## src/rtl/seq_window_gen_pkg.sv

```systemverilog
`default_nettype none
// ============================================================================
// seq_window_gen_pkg
// Shared window width default and fill-state encoding for seq_window_gen.
// Rev 1.0 - initial release
// ============================================================================
package seq_window_gen_pkg;

   localparam int SEQ_W = 4;

   typedef enum logic [1:0] {
      ST_EMPTY = 2'd0,
      ST_FILL  = 2'd1,
      ST_FULL  = 2'd2
   } state_t;

endpackage
`default_nettype wire

```

## src/rtl/seq_window_gen_shreg.sv

```systemverilog
`default_nettype none
// ============================================================================
// seq_window_gen_shreg
// W-bit shift register; newest bit enters at bit 0.
// Rev 1.0 - initial release
// ============================================================================
module seq_window_gen_shreg #(
   parameter int W = 4
) (
   input  logic         clk,
   input  logic         rst,
   input  logic         en,
   input  logic         clr,
   input  logic         din,
   output logic [W-1:0] q
);

   logic [W-1:0] r_q;

   always_ff @(posedge clk or posedge rst) begin
      if (rst) begin
         r_q <= '0;
      end else if (clr) begin
         r_q <= '0;
      end else if (en) begin
         r_q <= {r_q[W-2:0], din};
      end
   end

   assign q = r_q;

endmodule
`default_nettype wire

```

## src/rtl/seq_window_gen.sv

```systemverilog
`default_nettype none
// ============================================================================
// seq_window_gen
// Serial-to-parallel sliding-window builder with valid/ready on both sides.
// Rev 1.0 - initial release
// ============================================================================
module seq_window_gen
   import seq_window_gen_pkg::*;
#(
   parameter int W     = SEQ_W,
   parameter int CNT_W = 5
) (
   input  logic             clk,
   input  logic             rst,
   input  logic             clr,
   input  logic             in_bit,
   input  logic             in_valid,
   output logic             in_ready,
   output logic [W-1:0]     out_win,
   output logic             out_valid,
   input  logic             out_ready,
   output logic [CNT_W-1:0] fill
);

   localparam logic [CNT_W-1:0] C_FILL_MAX = CNT_W'(W);

   state_t           r_state;
   logic [CNT_W-1:0] r_fill;
   logic             r_out_valid;
   logic             w_in_ready;
   logic             w_acc;
   logic [W-1:0]     w_win;

   // Bubble-free: a full window being consumed frees the slot in the same cycle.
   assign w_in_ready = !rst && !clr &&
                       ((r_state != ST_FULL) || !r_out_valid || out_ready);
   assign w_acc      = in_valid && w_in_ready;

   always_ff @(posedge clk or posedge rst) begin
      if (rst) begin
         r_state     <= ST_EMPTY;
         r_fill      <= '0;
         r_out_valid <= 1'b0;
      end else if (clr) begin
         r_state     <= ST_EMPTY;
         r_fill      <= '0;
         r_out_valid <= 1'b0;
      end else if (w_acc) begin
         case (r_state)
            ST_EMPTY: r_state <= ST_FILL;
            ST_FILL:  r_state <= (r_fill == C_FILL_MAX - 1'b1) ? ST_FULL : ST_FILL;
            ST_FULL:  r_state <= ST_FULL;
            default:  r_state <= ST_EMPTY;
         endcase
         r_fill      <= (r_fill == C_FILL_MAX) ? r_fill : r_fill + 1'b1;
         r_out_valid <= (r_fill >= C_FILL_MAX - 1'b1);
      end else if (out_ready && r_out_valid) begin
         r_out_valid <= 1'b0;
      end
   end

   seq_window_gen_shreg #(
      .W (W)
   ) u_shreg (
      .clk (clk),
      .rst (rst),
      .en  (w_acc),
      .clr (clr),
      .din (in_bit),
      .q   (w_win)
   );

   assign in_ready  = w_in_ready;
   assign out_win   = w_win;
   assign out_valid = r_out_valid;
   assign fill      = r_fill;

endmodule
`default_nettype wire
```

## config.mk

```make
export PLATFORM = sky130hd
export DESIGN_NAME = seq_window_gen
export DESIGN_NICKNAME = d
export VERILOG_FILES = /design/src/rtl/seq_window_gen_pkg.sv /design/src/rtl/seq_window_gen_shreg.sv /design/src/rtl/seq_window_gen.sv
export SDC_FILE = /design/constraint.sdc
export NUM_CORES = 1
export LEC_CHECK = 0
export ABC_CLOCK_PERIOD_IN_PS = 3750
export BUFFER_PORTS_ARGS = -buffer_cell sky130_fd_sc_hd__buf_2
export CELL_PAD_IN_SITES_DETAIL_PLACEMENT = 1
export CELL_PAD_IN_SITES_GLOBAL_PLACEMENT = 2
export CORE_UTILIZATION = 34
export CTS_CLUSTER_DIAMETER = 40
export DETAILED_ROUTE_END_ITERATION = 8
export HOLD_SLACK_MARGIN = 0.06
export PLACE_DENSITY_LB_ADDON = 0.1
export RECOVER_POWER = 100
export SLEW_MARGIN = 25
export SYNTH_ARGS = -nofsm -noshare
export SYNTH_HDL_FRONTEND = slang
export SYNTH_SLANG_ARGS = --single-unit
```

## constraint.sdc

```tcl
create_clock -name clk -period 3.75 [get_ports clk]
set_input_delay 1.125 -clock clk [delete_from_list [all_inputs] [get_ports clk]]
set_output_delay 1.125 -clock clk [all_outputs]
set_load 0.03 [all_outputs]
```

==> metrics <==
first-pass GRT wire length=2.82 mm; Row Count=16; Top FF cell, synth=dfrtp_1; # H-tree levels=1; largest net degree at the start of global routing=13; Post-synth ARST share=1.00; max-cap check violation count=0; count leader, synth=dfrtp_1; TritonCTS clock tree=yes; DP Wirelength=about 1.3 mm; Area Overhead vs Synth=11.3%; Sink Count=12; Clock Skew=between 0.002 and 0.0025 ns; Yosys top cell area share=0.412; crit path cell chain=buf_2 -> and4bb_1 -> nor3_1 -> clkbuf_1; drt pass-1 iters=4; diode count=0; global-route usage over all layers=0.184; DRC Markers=0; Peak VDD IR=0.204 mV; Worst setup EP type=primary output; core area=1980 um^2; leakage power=~0.35 nW; ranking of synthesized cells by area=dfrtp_1 (41%), o311ai_1 (4.8%), buf_6 (4.6%); Final ANT Viol Nets=0; max incr delay on CP=0.33 ns; max-slew violations=0; WL final=~1.8 mm; # port buffers=16; WS Path Type=in2out; post-cts resize count=0; area leader, netlist=dfrtp_1; Setup Viol. Count Final=0; synthesized cell area=728 um^2; Worst EP arrival=2.02 ns; Die Area=around 2300 um^2; Data required, critical path=2.62 ns; CP max FO=10; share of layout cells above drive strength 1=0.126; RSZ-0062 raised after global routing=false; Least-Margin Pin Slew=between 0.6 and 0.7 ns; Fmax=between 0.3 and 0.4 GHz; Hold Vio Cnt, Final=0; nets=96; crit path launch=out_ready; Hold WC Path Type=reg2reg; TritonCTS Buffers=3; vias=approximately 630; status=finished, final reports clean; vias in the first global route=568; Cell Pwr Density=between 300 and 400 nW/um^2; Die Wd=between 40 and 50 um; post-synthesis register bit count=12; Netlist cell types=29; initial antenna violation count=0; hold-fix buffers at CTS=0; syn_area_per_cell=about 10 um^2; GP Congestion=0.756; GR Overflow Total=0; period utilisation layout=0.840; initial core utilization=0.367; Syn Inst Count=70; Clock Latency Late Sink=0.27 ns; setup tns final=0 ns; register area share after synthesis=0.412; Post-synth top cells=dfrtp_1 (12), nand2_1 (7), nand3_1 (6), inv_1 (5); startpoint type of the worst setup path=input pin; Max Root-Sink Buffers=2; initial drt markers=5; WL per Instance=around 15 um; Die H=48.3 um; slowest CP cell=clkbuf_1; final hold slack=0.525 ns; Via density=5.48; number of synthesized flops with an enable pin=0; R2R Path Start=fill[0]; syn_nets=78; Top Ports=17; min-delay src=u_shreg.q[0]; minimum clock period=approximately 3.1 ns; setup bufs post-CTS=0; Slew headroom=0.559; synth warn=0; CTS Root Cell=clkbuf_4; clock-pin slew of the registers on the worst-case setup and hold paths=0.07 ns
layout by cell type, fill, tap and decap left out, types with 2 or more instances in the layout:
cell type  instances
inv_1              5
o311ai_0           4
nor3_1             3
nand3_1            6
a21oi_1            3
o211ai_1           4
clkbuf_4           3
buf_2              4
dfrtp_1           12
clkbuf_1          12
nand2_1            7
o31ai_1            4
ha_1               2
worst max-delay path, delay by kind of cell:
family / cells / cell delay [ns]
simple gates: 2 / 0.47
buf+inv: 2 / 0.42
area by class of cell:
class | instances | area (um^2)
sequential | 12 | 300
clock buffer | 4 | 36.3
timing repair buffer | 16 | 65.1
fill | 239 | 1170
tap | 27 | 33.8
multi-input combinational | 50 | 357
inverter | 5 | 18.8
cell families (layout without fill, tap and decap cells):
logic type	after synthesis	count (layout)	synth area share
AO/OA/AOI/OAI	21	21	0.220
buffers and inverters	8	25	0.0722
AND/OR/NAND/NOR	26	26	0.246
flip-flops	12	12	0.412
adder cells (fa/ha/maj)	2	2	0.0344
multiplexers	1	1	0.0155
path summary, 6_finish.rpt:
| kind | endpoint | cells past startpoint | slack [ns] |
|---|---|---|---|
| max in group asynchronous | fill[1] | 2 | 2.49 |
| max reg2reg | fill[1] | 5 | 1.99 |
| min reg2reg | u_shreg.q[1] | 2 | 0.53 |
| max | in_ready | 4 | 0.60 |
| min in group asynchronous | r_state[1] | 2 | 0.94 |
| min | u_shreg.q[1] | 2 | 0.53 |
metal layers:
metal	vias to the layer above	routed length [um]	global-route usage
met5	-	0	0
met4	0	12	0.0778
met3	2	67	0.0667
met2	17	826	0.267
met1	299	848	0.247
li1	307	-	-
registers in the layout, summed over array words and instances (netlist names):
register,cells
fill,5
out_valid,1
r_state,2
u_shreg.q,4
metrics by stage:
stage          area (um^2)  total power, W  cells  worst slack [ns]   util
6_report               811        0.000269    114             0.601  0.409
5_1_grt                811        0.000283    114             0.515  0.409
4_1_cts                845        0.000278    114             0.586  0.426
3_5_place_dp           808        0.000173    110             0.588  0.408
3_3_place_gp           808        0.000172    110             0.595  0.408
2_1_floorplan          728        0.000163     70             0.509      -
power breakdown:
part | switching, W | leakage, nW | internal [W]
combinational | 0.0000208 | 0.162 | 0.00000996
sequential | 0.00000381 | 0.166 | 0.000132
clock | 0.0000432 | 0.0210 | 0.0000590
total | 0.0000678 | 0.348 | 0.000201
Power figures use the tool's default switching activity.
